File: config.mk
export PLATFORM = sky130hd
export DESIGN_NAME = cpu_ctrl
export DESIGN_NICKNAME = d
export VERILOG_FILES = /design/src/rtl/cpu_pkg.sv /design/src/rtl/ctrl_decode.sv /design/src/rtl/cpu_ctrl.sv
export SDC_FILE = /design/constraint.sdc
export NUM_CORES = 1
export LEC_CHECK = 0
export ABC_CLOCK_PERIOD_IN_PS = 1600
export CORE_MARGIN = 2
export CORE_UTILIZATION = 25
export CTS_CLUSTER_SIZE = 16
export DETAILED_ROUTE_END_ITERATION = 12
export GPL_TIMING_DRIVEN = 0
export REMOVE_ABC_BUFFERS = 1
export SKIP_LAST_GASP = 1
export SYNTH_ARGS = -nofsm -noshare
export SYNTH_HDL_FRONTEND = slang
export SYNTH_HIERARCHICAL = 1
export SYNTH_SLANG_ARGS = --single-unit
File: constraint.sdc
create_clock -name clk -period 1.6 [get_ports clk]
set_input_delay 0.16 -clock clk [delete_from_list [all_inputs] [get_ports clk]]
set_output_delay 0.16 -clock clk [all_outputs]
set_load 0.05 [all_outputs]
File: src/rtl/cpu_pkg.sv
// ============================================================================
//  Module  : cpu_pkg
//  Brief   : Shared opcodes, ALU/PC codes and FSM encoding for cpu_ctrl.
//  Rev     : 1.0
// ============================================================================
`default_nettype none

package cpu_pkg;

    localparam logic [3:0] OP_NOP    = 4'b0000;
    localparam logic [3:0] OP_LDI    = 4'b1000;
    localparam logic [3:0] OP_ADDI   = 4'b1001;
    localparam logic [3:0] OP_JMP    = 4'b1100;
    localparam logic [3:0] OP_JR     = 4'b1101;
    localparam logic [3:0] OP_HALT   = 4'b1111;

    localparam logic [3:0] ALU_NONE  = 4'b0000;
    localparam logic [3:0] ALU_ADD   = 4'b0001;
    localparam logic [3:0] ALU_SUB   = 4'b0010;
    localparam logic [3:0] ALU_AND   = 4'b0011;
    localparam logic [3:0] ALU_OR    = 4'b0100;
    localparam logic [3:0] ALU_XOR   = 4'b0101;
    localparam logic [3:0] ALU_SHL   = 4'b0110;
    localparam logic [3:0] ALU_SHR   = 4'b0111;
    localparam logic [3:0] ALU_PASSB = 4'b1000;

    localparam logic [1:0] PC_HOLD   = 2'b00;
    localparam logic [1:0] PC_INC    = 2'b01;
    localparam logic [1:0] PC_LOAD   = 2'b10;
    localparam logic [1:0] PC_REL    = 2'b11;

    typedef enum logic [2:0] {
        CLS_ALU  = 3'd0,
        CLS_NOP  = 3'd1,
        CLS_JMP  = 3'd2,
        CLS_JR   = 3'd3,
        CLS_HALT = 3'd4
    } ins_class_t;

    typedef enum logic [3:0] {
        ST_IDLE   = 4'd0,
        ST_FETCH  = 4'd1,
        ST_FWAIT  = 4'd2,
        ST_DECODE = 4'd3,
        ST_EXEC   = 4'd4,
        ST_AWAIT  = 4'd5,
        ST_WB     = 4'd6,
        ST_PCUPD  = 4'd7,
        ST_HALT   = 4'd8
    } state_t;

    function automatic logic [3:0] onehot4(input logic [1:0] idx);
        return 4'b0001 << idx;
    endfunction

endpackage

`default_nettype wire

File: src/rtl/ctrl_decode.sv
// ============================================================================
//  Module  : ctrl_decode
//  Brief   : Combinational opcode decoder: ALU function, operand select,
//            instruction class and illegal-opcode flag.
//  Rev     : 1.0
// ============================================================================
`default_nettype none

module ctrl_decode
    import cpu_pkg::*;
(
    input  logic [3:0] i_opcode,
    output logic [3:0] o_alu_func,
    output logic       o_alu_in_sel,
    output ins_class_t o_ins_class,
    output logic       o_illegal
);

    always_comb begin
        o_alu_func   = ALU_NONE;
        o_alu_in_sel = 1'b0;
        o_ins_class  = CLS_NOP;
        o_illegal    = 1'b0;
        case (i_opcode)
            OP_NOP: ;
            4'b0001, 4'b0010, 4'b0011, 4'b0100,
            4'b0101, 4'b0110, 4'b0111: begin
                o_alu_func  = {1'b0, i_opcode[2:0]};
                o_ins_class = CLS_ALU;
            end
            OP_LDI: begin
                o_alu_func   = ALU_PASSB;
                o_alu_in_sel = 1'b1;
                o_ins_class  = CLS_ALU;
            end
            OP_ADDI: begin
                o_alu_func   = ALU_ADD;
                o_alu_in_sel = 1'b1;
                o_ins_class  = CLS_ALU;
            end
            OP_JMP:  o_ins_class = CLS_JMP;
            OP_JR:   o_ins_class = CLS_JR;
            OP_HALT: o_ins_class = CLS_HALT;
            // Illegal opcodes fall through as a NOP with the flag raised
            default: o_illegal = 1'b1;
        endcase
    end

endmodule

`default_nettype wire

File: src/rtl/cpu_ctrl.sv
// ============================================================================
//  Module  : cpu_ctrl
//  Brief   : Fetch/decode/execute sequencer driving the 16-bit datapath.
//  Rev     : 1.0
// ============================================================================
`default_nettype none

module cpu_ctrl
    import cpu_pkg::*;
#(
    parameter int TIMEOUT = 16
) (
    input  logic       clk,
    input  logic       rst,
    input  logic       start,
    output logic       ins_req,
    input  logic       ins_valid,
    input  logic [15:0] ins,
    input  logic       alu_done,
    output logic       en_in_rf,
    output logic [3:0] reg_en,
    output logic [1:0] rd,
    output logic [1:0] rs,
    output logic       alu_in_sel,
    output logic [3:0] alu_func,
    output logic [7:0] offset,
    output logic       en_pc_pulse,
    output logic [1:0] pc_ctrl,
    output logic [7:0] offset_addr,
    output logic       busy,
    output logic       halted,
    output logic       fault
);

    localparam logic [7:0] c_tmo_last = 8'(TIMEOUT - 1);

    state_t     r_state;
    state_t     w_next;
    logic [15:0] r_ir;
    logic [7:0] r_cnt;
    logic       r_fault;
    logic [1:0] r_rd;
    logic [1:0] r_rs;
    logic [3:0] r_alu_func;
    logic       r_alu_in_sel;
    logic [7:0] r_imm;
    logic [1:0] r_pc_op;

    logic [3:0] w_alu_func;
    logic       w_alu_in_sel;
    ins_class_t w_cls;
    logic       w_illegal;
    logic       w_tmo;

    ctrl_decode u_decode (
        .i_opcode     (r_ir[15:12]),
        .o_alu_func   (w_alu_func),
        .o_alu_in_sel (w_alu_in_sel),
        .o_ins_class  (w_cls),
        .o_illegal    (w_illegal)
    );

    assign w_tmo = (r_cnt >= c_tmo_last);

    always_ff @(posedge clk or posedge rst) begin
        if (rst) begin
            r_state <= ST_IDLE;
        end else begin
            r_state <= w_next;
        end
    end

    always_comb begin
        w_next = r_state;
        case (r_state)
            ST_IDLE:   if (start) w_next = ST_FETCH;
            ST_FETCH:  w_next = ST_FWAIT;
            ST_FWAIT: begin
                if (ins_valid)  w_next = ST_DECODE;
                else if (w_tmo) w_next = ST_HALT;
            end
            ST_DECODE: begin
                case (w_cls)
                    CLS_ALU:  w_next = ST_EXEC;
                    CLS_HALT: w_next = ST_HALT;
                    default:  w_next = ST_PCUPD;
                endcase
            end
            ST_EXEC:   w_next = ST_AWAIT;
            // A completion on the terminal count wins over the timeout
            ST_AWAIT: begin
                if (alu_done)   w_next = ST_WB;
                else if (w_tmo) w_next = ST_HALT;
            end
            ST_WB:     w_next = ST_PCUPD;
            ST_PCUPD:  w_next = ST_FETCH;
            ST_HALT:   w_next = ST_HALT;
            default:   w_next = ST_IDLE;
        endcase
    end

    always_ff @(posedge clk or posedge rst) begin
        if (rst) begin
            r_ir         <= 16'h0000;
            r_cnt        <= 8'h00;
            r_fault      <= 1'b0;
            r_rd         <= 2'b00;
            r_rs         <= 2'b00;
            r_alu_func   <= 4'h0;
            r_alu_in_sel <= 1'b0;
            r_imm        <= 8'h00;
            r_pc_op      <= PC_HOLD;
        end else begin
            if ((r_state != ST_FWAIT && w_next == ST_FWAIT) ||
                (r_state != ST_AWAIT && w_next == ST_AWAIT)) begin
                r_cnt <= 8'h00;
            end else if (r_cnt != 8'hFF) begin
                r_cnt <= r_cnt + 8'd1;
            end

            if (r_state == ST_FWAIT && ins_valid) begin
                r_ir <= ins;
            end

            if (r_state == ST_DECODE) begin
                r_rd         <= r_ir[11:10];
                r_rs         <= r_ir[9:8];
                r_alu_func   <= w_alu_func;
                r_alu_in_sel <= w_alu_in_sel;
                r_imm        <= r_ir[7:0];
                case (w_cls)
                    CLS_JMP:  r_pc_op <= PC_LOAD;
                    CLS_JR:   r_pc_op <= PC_REL;
                    CLS_HALT: r_pc_op <= PC_HOLD;
                    default:  r_pc_op <= PC_INC;
                endcase
                if (w_illegal) r_fault <= 1'b1;
            end

            if ((r_state == ST_FWAIT || r_state == ST_AWAIT) && w_next == ST_HALT) begin
                r_fault <= 1'b1;
            end
        end
    end

    always_comb begin
        ins_req     = 1'b0;
        en_in_rf    = 1'b0;
        reg_en      = 4'b0000;
        en_pc_pulse = 1'b0;
        pc_ctrl     = PC_HOLD;
        busy        = 1'b1;
        halted      = 1'b0;
        case (r_state)
            ST_IDLE:  busy = 1'b0;
            ST_FETCH: ins_req = 1'b1;
            ST_EXEC:  en_in_rf = 1'b1;
            ST_WB: begin
                reg_en  = onehot4(r_rd);
                pc_ctrl = r_pc_op;
            end
            ST_PCUPD: begin
                en_pc_pulse = 1'b1;
                pc_ctrl     = r_pc_op;
            end
            ST_HALT: begin
                busy   = 1'b0;
                halted = 1'b1;
            end
            default: ;
        endcase
    end

    assign rd          = r_rd;
    assign rs          = r_rs;
    assign alu_func    = r_alu_func;
    assign alu_in_sel  = r_alu_in_sel;
    assign offset      = r_imm;
    assign offset_addr = r_imm;
    assign fault       = r_fault;

endmodule

`default_nettype wire

==> metrics.md, run 1 <==
| Metric | Value |
|---|---|
| Largest net degree at the start of global routing | 38 |
| Post-synthesis simple-gate area fraction | 16.2% |
| R2r setup slk | -0.08 ns |
| Via density per instance | 4.64 |
| Die X | 100 µm |
| Synth Area in Compound Gates | 6.79% |
| EDFF count, synth | 0 |
| Detailed-route DRC error count | 0 |
| Port buffer count | 57 |
| Core ar. | 0.00911 mm² |
| Final setup viols | 30 |
| CTS tree | yes |
| Period utilization | 105% |
| Area of the multi-input gates | 0.00109 mm² |
| Hold bufs inserted after CTS | 0 |
| Unrepaired setup endpoints after global routing | yes |
| Synth warn | 6 |
| Max Buffers Root-to-Sink | 2 |
| ANT cells | 0 |
| Top-area cell type share of the netlist area | 52.1% |
| Fillcell total | 956 |
| Avg Cell Area, Syn | 11.5 µm² |
| DPL Wire Length | 3330 µm |
| Clock Sink Count | 48 |
| H-Tree Depth | 2 |
| Clock root cell | clkbuf_8 |
| Register area | 0.00121 mm² |
| Area contributors post-synth | dfrtp_1, mux2_1, nor2_1 |
| Via Count | 1,760 |
| Gr usage total | 11.1% |
| Num CTS Buffers | 5 |
| Layout cells sized above 1 | 26.1% |
| Total Wirelength | 5310 µm |
| Dominant synthesized flop cell | dfrtp_1 |
| Async set-reset flop share out of synthesis | 100% |
| # IOs | 58 |
| Worst-margin pin slew | 0.501 ns |
| Max cap viols | 0 |
| Rel. slew slack | 66.7% |
| WL/cell | 14.0 µm |
| FMAX | 593 MHz |
| Area growth from synthesis to layout | 42.6% |
| Reg clk slew, reported paths | 0.09 ns |
| Largest area contributor in the netlist | dfrtp_1 |
| Sum Neg Setup Slack | -1.56 ns |
| Power Dens Cells | 2190 mW/mm² |
| Post-Synth XOR/XNOR Area | 1.14% |
| Critical path class | flip-flop to output pin |
| Worst Setup Start Kind | flip-flop |
| Cell row count | 35 |
| Max FO, Critical Path | 6 |
| RD Place Congestion | 0.779 |
| Worst EP arrival | 1.53 ns |
| Leakage | 1.47 nW |
| Max VDD drop | 0.984 mV |
| First-pass GRT wire length | 8690 µm |
| Mux share of post-synthesis cell area | 17.0% |
| Die Height | 100 µm |
| Min-Delay Path Class | primary input to asynchronous set/reset pin |
| CP required | 1.44 ns |
| Clock latency at the later pin of the worst-skew pair | 0.30 ns |
| Final net count | 289 |
| Reg2Reg Depth | 5 |
| Post-synthesis cell type count | 42 |
| Status | complete, but fails checks |
| Initial core utilization | 25.3% |
| Synth Area in Adders | 0.543% |
| Final Skew | 0.0104 ns |
| Slew Viols, Final | 0 |
| FF+latch count, synth | 48 |
| Hold slack final | 0.112 ns |
| Failing checks | negative setup slack |
| Post-route minimum period | 1.69 ns |
| Length of the first detailed-routing pass in iterations | 4 |
| Post-synthesis sequential area ratio | 52.1% |
| Mapped Cells | 200 |
| Vias in the first global route | 1,750 |
| Post-route setup slack | -0.0874 ns |
| GRT overflow | 0 |
| Reg2reg end | r_state[0] |
| Largest family of logic cells by synthesized area | multiplexers |
| Antenna violations before repair | 0 |
| Final Hold Vio Count | 0 |
| DIE AREA | 0.0100 mm² |
| Starting DRT DRC Count | 96 |
| Mapped Area | 0.00230 mm² |
| Antenna-violating nets left | 0 |
| Critical R2R Launch | r_ir[14] |
| Critical Path Sink Type | output pin |
==> Yosys cell counts (3+ instances only) <==
cell / count
dfrtp_1: 48
mux2_1: 33
nor2_1: 19
buf_4: 9
and3_1: 8
nor3_1: 7
nand2_1: 6
a21oi_1: 5
a31oi_1: 5
buf_2: 5
inv_1: 5
o21ai_1: 4
nand2b_1: 3
nor2b_1: 3
nor3b_1: 3
xnor2_1: 3
==> flip-flops by register name (all words and copies together) (netlist names) <==
register	flops
r_state	4
fault	1
r_ir	16
alu_in_sel	1
alu_func	4
r_pc_op	2
offset	8
rs	2
rd	2
r_cnt	8
==> layer usage <==
metal  vias up  part of all wire, %  GRT usage, %
met4         0                  1.6          4.43
met2        40                   51          19.3
met3         5                  3.6          2.44
met5         -                    0             0
li1        844                    -             -
met1       871                   44          13.4
==> layout by cell type, fill, tap and decap left out, drive strengths merged, types with 5 or more instances in the layout <==
cell type      count
nor2              20
and3              10
dlygate4sd2       26
o21ai              6
dfrtp             48
mux2              33
clkbuf             7
clkdlybuf4s50     20
a21oi              5
buf               29
nor3               8
a31oi              5
inv                6
nand2              6
==> per-stage QoR <==
stage	instances	utilization, %	cell area [µm²]	setup slack, ns	total power, mW
4_1_cts	373	34.6	3150	-0.163	7.00
5_1_grt	379	36.1	3280	-0.189	7.67
3_5_place_dp	352	32.0	2910	-0.622	5.86
6_report	379	36.1	3280	-0.0874	7.19
3_3_place_gp	351	31.8	2890	-0.703	5.78
2_1_floorplan	183	-	2180	-0.966	4.67
==> critical path, cell delays in order, from the launching register on <==
cell and delay [ns]:
dfrtp_2 0.44, nand3b_1 0.27, nor2_1 0.17, and3_1 0.19, buf_6 0.16
==> area by class of cell <==
type / count / share of cell area [%]
repair buffers: 75 / 21.3
well taps: 111 / 4.23
multi-input cells: 131 / 33.1
flip-flops and latches: 48 / 36.8
clock buffers: 7 / 2.93
clock inverters: 1 / 0.914
inverters: 6 / 0.686
==> worst max path at each step <==
stage               start          end  slack, ns
3_5_place_dp   r_state[2]    reg_en[1]      -0.62
2_1_floorplan  r_state[3]    reg_en[1]      -0.97
5_1_grt        r_state[3]    reg_en[2]      -0.19
6_report       r_state[3]    reg_en[3]      -0.09
3_3_place_gp          rst  alu_func[1]      -0.70
4_1_cts        r_state[3]    reg_en[1]      -0.16
==> kinds of logic (layout without fill, tap and decap cells) <==
| family | count (synthesis) | in the layout |
|---|---|---|
| buffers and inverters | 23 | 89 |
| multiplexers | 35 | 35 |
| XOR/XNOR | 3 | 3 |
| flip-flops | 48 | 48 |
| adder cells (fa/ha/maj) | 1 | 1 |
| AO/OA/AOI/OAI | 24 | 24 |
| AND/OR/NAND/NOR | 66 | 68 |
==> where the power goes <==
| part | switching (mW) | internal, mW | leakage (nW) | total [mW] |
|---|---|---|---|---|
| combinational | 2.57 | 1.49 | 0.820 | 4.07 |
| clock | 0.397 | 0.552 | 0.0645 | 0.949 |
| sequential | 0.405 | 1.77 | 0.589 | 2.18 |
==> timing repair <==
action / in CTS / in global routing
gates resized for setup: 117 / 23
pin swaps: 5 / 7
endpoints found under the setup margin: 78 / 44
gates cloned: 2 / 0
setup buffers: 11 / 6
Power figures use the tool's default switching activity.
==> inputs of run 2 (changes only) <==
--- a/config.mk
+++ b/config.mk
@@ -5,12 +5,13 @@
 export SDC_FILE = /design/constraint.sdc
 export NUM_CORES = 1
 export LEC_CHECK = 0
-export ABC_CLOCK_PERIOD_IN_PS = 1600
+export ABC_CLOCK_PERIOD_IN_PS = 1500
 export CORE_MARGIN = 2
 export CORE_UTILIZATION = 25
 export CTS_CLUSTER_SIZE = 16
 export DETAILED_ROUTE_END_ITERATION = 12
 export GPL_TIMING_DRIVEN = 0
+export MAX_ROUTING_LAYER = met4
 export REMOVE_ABC_BUFFERS = 1
 export SKIP_LAST_GASP = 1
 export SYNTH_ARGS = -nofsm -noshare
==> constraint.sdc (replaced) <==
create_clock -name clk -period 1.5 [get_ports clk]
set_input_delay 0.15 -clock clk [delete_from_list [all_inputs] [get_ports clk]]
set_output_delay 0.15 -clock clk [all_outputs]
set_load 0.05 [all_outputs]
==> run 2 against run 1 <==
Effect of this change: the flow still finishes with violations (negative setup slack); largest power group unchanged; clock power grew 7%; clock skew shrank 0.00069 ns; total power grew 8.2%; cell count grew 0.53%; global-route usage grew 0.10 points; sequential cell count is the same; worst setup slack lost 0.13 ns; via count grew 2.0%; combinational power grew 9.3%.
==> metrics.md, run 2 (synthesis results as in run 1) <==
| Metric | Value |
|---|---|
| Final net count | 291 (+0.69%) |
| Post-route cell area | 0.00332 mm² (+1.1%) |
| DIE AREA | 0.0100 mm² (unchanged) |
| Final Hold Vio Count | 0 (unchanged) |
| Period utilization | 114% |
| Antenna violations before repair | 0 (unchanged) |
| Starting DRT DRC Count | 91 (-5.2%) |
| Worst Setup Start Kind | flip-flop |
| Detailed-route DRC error count | 0 (unchanged) |
| Max VDD drop | 1.05 mV (+6.9%) |
| Leakage | 1.49 nW (+0.87%) |
| Post-route minimum period | 1.72 ns |
| Worst-margin pin slew | 0.500 ns (-0.00117 ns) |
| Max reg flops | 16 (unchanged) |
| Critical path class | flip-flop to flip-flop |
| Max cap viols | 0 (unchanged) |
| RD Place Congestion | 0.790 (+1.4%) |
| R2r setup slk | -0.22 ns (-0.14 ns) |
| Cell row count | 35 (unchanged) |
| Core ar. | 0.00911 mm² (unchanged) |
| DPL Wire Length | 3330 µm (unchanged) |
| Final cell count without fillers | 381 (+0.53%) |
| Clock Sink Count | 48 (unchanged) |
| Initial core utilization | 25.3% (unchanged) |
| Port buffer count | 57 (unchanged) |
| Slew Viols, Final | 0 (unchanged) |
| Critical Path Sink Type | flip-flop |
| Sum Neg Setup Slack | -3.92 ns (-2.36 ns) |
| Num CTS Buffers | 5 (unchanged) |
| Fillcell total | 947 (-0.94%) |
| H-Tree Depth | 2 (unchanged) |
| Most frequent cells in the layout | dfrtp_1, mux2_1, dlygate4sd2_1 |
| Max FO, Critical Path | 3 (-3) |
| CTS tree | yes |
| Placed cell count | 352 (unchanged) |
| Worst EP arrival | 1.94 ns (+0.41 ns) |
| Top reg by flops | r_ir |
| Final Skew | 0.00976 ns (-0.000689 ns) |
| Area post-placement | 0.00291 mm² (unchanged) |
| Clock root cell | clkbuf_8 |
| Vias in the first global route | 1,760 (+0.57%) |
| CP required | 1.72 ns (+0.28 ns) |
| Area growth from synthesis to layout | 44.2% |
| Reg clk slew, reported paths | 0.09 ns (about the same) |
| Via Count | 1,796 (+2.0%) |
| Post-route setup slack | -0.216 ns (-0.129 ns) |
| Power Dens Cells | 2340 mW/mm² (+6.9%) |
| Length of the first detailed-routing pass in iterations | 4 (unchanged) |
| First-pass GRT wire length | 8580 µm (-1.3%) |
| Status | complete, but fails checks |
| Max Buffers Root-to-Sink | 2 (unchanged) |
| Gr usage total | 11.2% (+0.10 points) |
| Final setup viols | 45 (+50%) |
| Layout cells sized above 1 | 29.3% (+3.1 points) |
| Commonest non-fill, non-tap cell in the layout | dfrtp_1 |
| Die Height | 100 µm (unchanged) |
| Total Wirelength | 5180 µm (-2.4%) |
| WL/cell | 13.6 µm (-2.9%) |
| Unrepaired setup endpoints after global routing | yes |
| Min-Delay Path Class | primary input to asynchronous set/reset pin |
| Failing checks | negative setup slack |
| Hold bufs inserted after CTS | 0 (unchanged) |
| Clock latency at the later pin of the worst-skew pair | 0.30 ns (about the same) |
| GRT overflow | 0 (unchanged) |
| ANT cells | 0 (unchanged) |
| Rel. slew slack | 66.8% (+0.078 points) |
| # IOs | 58 (unchanged) |
| FMAX | 583 MHz |
| Antenna-violating nets left | 0 (unchanged) |
| Largest net degree at the start of global routing | 38 (unchanged) |
| Via density per instance | 4.71 (+1.5%) |
| Die X | 100 µm (unchanged) |
==> run 2: cell types whose count changed in the layout (fill, tap and decap cells not counted), sizes merged <==
cell / previous run / this run
dlygate4sd2: 26 / 24
clkdlybuf4s15: 0 / 1
buf: 29 / 32
and3: 10 / 9
clkbuf: 7 / 8
==> run 2: worst paths after layout <==
check,depth (start not counted),to,from
setup reg to reg,5,r_state[0],r_ir[14]
max in group asynchronous,3,r_ir[14],rst
min in group clk,2,r_ir[10],ins[10]
hold reg to reg,1,alu_in_sel,alu_in_sel
setup / recovery,5,r_state[0],r_ir[14]
hold / removal,2,r_ir[8],rst
==> run 2: where the power goes <==
group	switching [mW]	total (mW)	leakage (nW)	internal [mW]
Sequential	0.426	2.32	0.587	1.89
Combinational	2.77	4.45	0.834	1.68
Clock	0.427	1.02	0.0645	0.588
Total	3.63	7.78	1.49	4.16
==> run 2: critical path, cell delays in order (launching register included) <==
cell and delay [ns]:
dfrtp_2 0.41, or4_4 0.54, o211ai_4 0.12, o41ai_2 0.09
or3_1 0.31, a21oi_1 0.16
==> run 2: metrics by stage <==
| stage | setup WS, ns | util (%) | hold slack (ns) | power [mW] |
|---|---|---|---|---|
| after floorplan | -1.06 | - | 0.282 | 4.98 |
| final | -0.216 | 36.5 | 0.103 | 7.78 |
| after global placement | -0.793 | 31.8 | 0.465 | 6.16 |
| after detailed placement | -0.712 | 32.0 | 0.430 | 6.25 |
| after CTS | -0.203 | 34.9 | 0.104 | 7.50 |
| after global routing | -0.306 | 36.5 | 0.108 | 8.28 |
==> run 2: area by class of cell <==
type                            count  area [µm²]  area share (%)
Timing Repair Buffer               78         718            21.6
Multi-Input combinational cell    130        1110            33.3
Inverter                            6        22.5           0.678
Tap cell                          111         139            4.18
Sequential cell                    48        1210            36.4
Clock inverter                      1        30.0           0.904
Clock buffer                        7        96.3            2.90
==> run 2: timing repair <==
item	in CTS	in global routing
buffers inserted	12	9
resized for setup	123	23
setup endpoints to repair	82	54
cloned	1	0
pin swaps	9	3
==> run 2: layer usage <==
layer | global-route usage [%] | wire (µm)
met5 | - | 0
met2 | 19.0 | 2670
met4 | 4.43 | 80
met1 | 13.2 | 2230
met3 | 2.23 | 196
==> inputs of run 3 (changes only) <==
--- a/config.mk
+++ b/config.mk
@@ -5,9 +5,10 @@
 export SDC_FILE = /design/constraint.sdc
 export NUM_CORES = 1
 export LEC_CHECK = 0
-export ABC_CLOCK_PERIOD_IN_PS = 1500
+export ABC_CLOCK_PERIOD_IN_PS = 1650
 export CORE_MARGIN = 2
 export CORE_UTILIZATION = 25
+export CTS_BUF_LIST = sky130_fd_sc_hd__clkbuf_4 sky130_fd_sc_hd__clkbuf_8 sky130_fd_sc_hd__clkbuf_16
 export CTS_CLUSTER_SIZE = 16
 export DETAILED_ROUTE_END_ITERATION = 12
 export GPL_TIMING_DRIVEN = 0
==> constraint.sdc (replaced) <==
create_clock -name clk -period 1.65 [get_ports clk]
set_input_delay 0.165 -clock clk [delete_from_list [all_inputs] [get_ports clk]]
set_output_delay 0.165 -clock clk [all_outputs]
set_load 0.05 [all_outputs]
==> run 3 against run 2 <==
Effect of this change: the flow still finishes with violations (negative setup slack); cell count decreased by 1.3%; sequential power decreased by 8.6%; via count decreased by 3.3%; hold slack improved by 0.016 ns; sequential cell count unchanged; utilization decreased by 0.77 points; critical endpoint is now reg_en[3]; highest routed layer unchanged.
==> metrics.md, run 3 (synthesis results as in run 1) <==
| Metric | Value |
|---|---|
| DPL Wire Length | 3330 µm (unchanged) |
| Final net count | 286 (-1.7%) |
| Max VDD drop | 0.954 mV (-9.3%) |
| Clock root cell | clkbuf_8 |
| Die Height | 100 µm (unchanged) |
| Length of the first detailed-routing pass in iterations | 4 (unchanged) |
| H-Tree Depth | 2 (unchanged) |
| Die X | 100 µm (unchanged) |
| Initial core utilization | 25.3% (unchanged) |
| CP required | 1.48 ns (-0.24 ns) |
| Bufs and invs on worst path | 1 (+1) |
| Largest net degree at the start of global routing | 38 (unchanged) |
| Hold bufs inserted after CTS | 0 (unchanged) |
| Post-route minimum period | 1.70 ns |
| Num CTS Buffers | 5 (unchanged) |
| Layout cells sized above 1 | 23.8% (-5.5 points) |
| ANT cells | 0 (unchanged) |
| Post-route setup slack | -0.0547 ns (+0.161 ns) |
| Sum Neg Setup Slack | -0.542 ns (+3.38 ns) |
| Commonest non-fill, non-tap cell in the layout | dfrtp_1 |
| Max Buffers Root-to-Sink | 2 (unchanged) |
| Antenna-violating nets left | 0 (unchanged) |
| Detailed-route DRC error count | 0 (unchanged) |
| Power Dens Cells | 2120 mW/mm² (-9.6%) |
| Worst-margin pin slew | 0.517 ns (+0.0173 ns) |
| Vias in the first global route | 1,749 (-0.63%) |
| Cells along the critical path | nand3b_1 -> nor2_1 -> and3_1 -> buf_6 |
| DIE AREA | 0.0100 mm² (unchanged) |
| Final Hold Vio Count | 0 (unchanged) |
| Reg clk slew, reported paths | 0.09 ns (about the same) |
| Post-layout util | 35.7% (-0.77 points) |
| Max FO, Critical Path | 6 (+3) |
| Unrepaired setup endpoints after global routing | yes |
| Total Wirelength | 5190 µm (+0.17%) |
| Reg2Reg Depth | 3 (-2) |
| Leakage | 1.55 nW (+4.2%) |
| GRT overflow | 0 (unchanged) |
| Gr usage total | 10.7% (-0.53 points) |
| Fillcell total | 946 (-0.11%) |
| Port buffer count | 57 (unchanged) |
| Area growth from synthesis to layout | 41.2% |
| Starting DRT DRC Count | 60 (-34%) |
| Placed cell count | 352 (unchanged) |
| Max cap viols | 0 (unchanged) |
| FMAX | 587 MHz |
| Critical path class | flip-flop to output pin |
| Max reg flops | 16 (unchanged) |
| Rel. slew slack | 65.4% (-1.5 points) |
| Total power | 6.89 mW (-11%) |
| Worst EP arrival | 1.54 ns (-0.40 ns) |
| Via density per instance | 4.62 (-2.0%) |
| Slowest cell on crit path | dfrtp_2 |
| CP max stage delay | 0.45 ns (-0.09 ns) |
| Most frequent cells in the layout | dfrtp_1, mux2_1, clkdlybuf4s50_1 |
| WL/cell | 13.8 µm (+1.5%) |
| Via Count | 1,737 (-3.3%) |
| Clock Sink Count | 48 (unchanged) |
| Top reg by flops | r_ir |
| Antenna violations before repair | 0 (unchanged) |
| Final Skew | 0.00997 ns (+0.000213 ns) |
| Failing checks | negative setup slack |
| CTS tree | yes |
| Min-Delay Path Class | primary input to asynchronous set/reset pin |
| Clock latency at the later pin of the worst-skew pair | 0.30 ns (about the same) |
| Core ar. | 0.00911 mm² (unchanged) |
| Pre-CTS setup slack | -0.577 ns (+0.135 ns) |
| First-pass GRT wire length | 8260 µm (-3.7%) |
| Cell row count | 35 (unchanged) |
| # IOs | 58 (unchanged) |
| Crit path depth | 4 (-1) |
| Final cell count without fillers | 376 (-1.3%) |
| CP top delay family | simple AND/OR/NAND/NOR gates |
| RD Place Congestion | 0.790 (unchanged) |
| Status | complete, but fails checks |
| Period utilization | 103% |
| Critical Path Sink Type | output pin |
| Final setup viols | 16 (-64%) |
| Slew Viols, Final | 0 (unchanged) |
| Worst Setup Start Kind | flip-flop |
## run 3: path summary, 6_finish.rpt
path	slack, ns	endpoint	from
max reg2reg	-0.04	offset[3]	r_state[2]
max in group asynchronous	1.05	r_ir[14]	rst
max	-0.05	reg_en[3]	r_state[3]
min in group clk	0.45	r_ir[10]	ins[10]
min	0.12	r_ir[8]	rst
min reg2reg	0.49	r_ir[0]	r_ir[0]
## run 3: power breakdown
group	internal [mW]	switching, mW	leakage [nW]
sequential	1.72	0.401	0.589
clock	0.535	0.386	0.0645
combinational	1.45	2.40	0.895
total	3.70	3.19	1.55
## run 3: final cells by class
type,count,area [µm²],share of cell area (%)
clock inverter,1,30.0,0.923
inverter,6,22.5,0.693
sequential,48,1210,37.2
multi-input combinational,130,1040,32.0
tap,111,139,4.27
timing repair buffer,73,716,22.0
clock buffer,7,96.3,2.96
## run 3: per-layer routing
metal,GRT usage (%),up-vias,share of wire [%]
met4,4.43,0,1.7
li1,-,832,-
met3,2.30,4,3.7
met2,18.1,39,50
met1,12.3,862,44
met5,-,-,0
## run 3: worst register-to-register path, cell delays in order, from the launching register on
cell and delay, ns:
dfrtp_2 0.46, nor2_1 0.33, and3_4 0.42, mux2_1 0.36
## run 3: timing repair
action                     4_1_cts  5_1_grt
setup endpoints to repair       65       58
cloned                           0        1
gates resized for setup         94       32
setup buffers                    9        6
pin swaps                        3        5
## run 3: through the flow
stage	area, µm²	hold WS (ns)
final	3250	0.119
after global routing	3250	0.126
after CTS	3100	0.119
after detailed placement	2910	0.445
after global placement	2890	0.465
after floorplan	2180	0.297
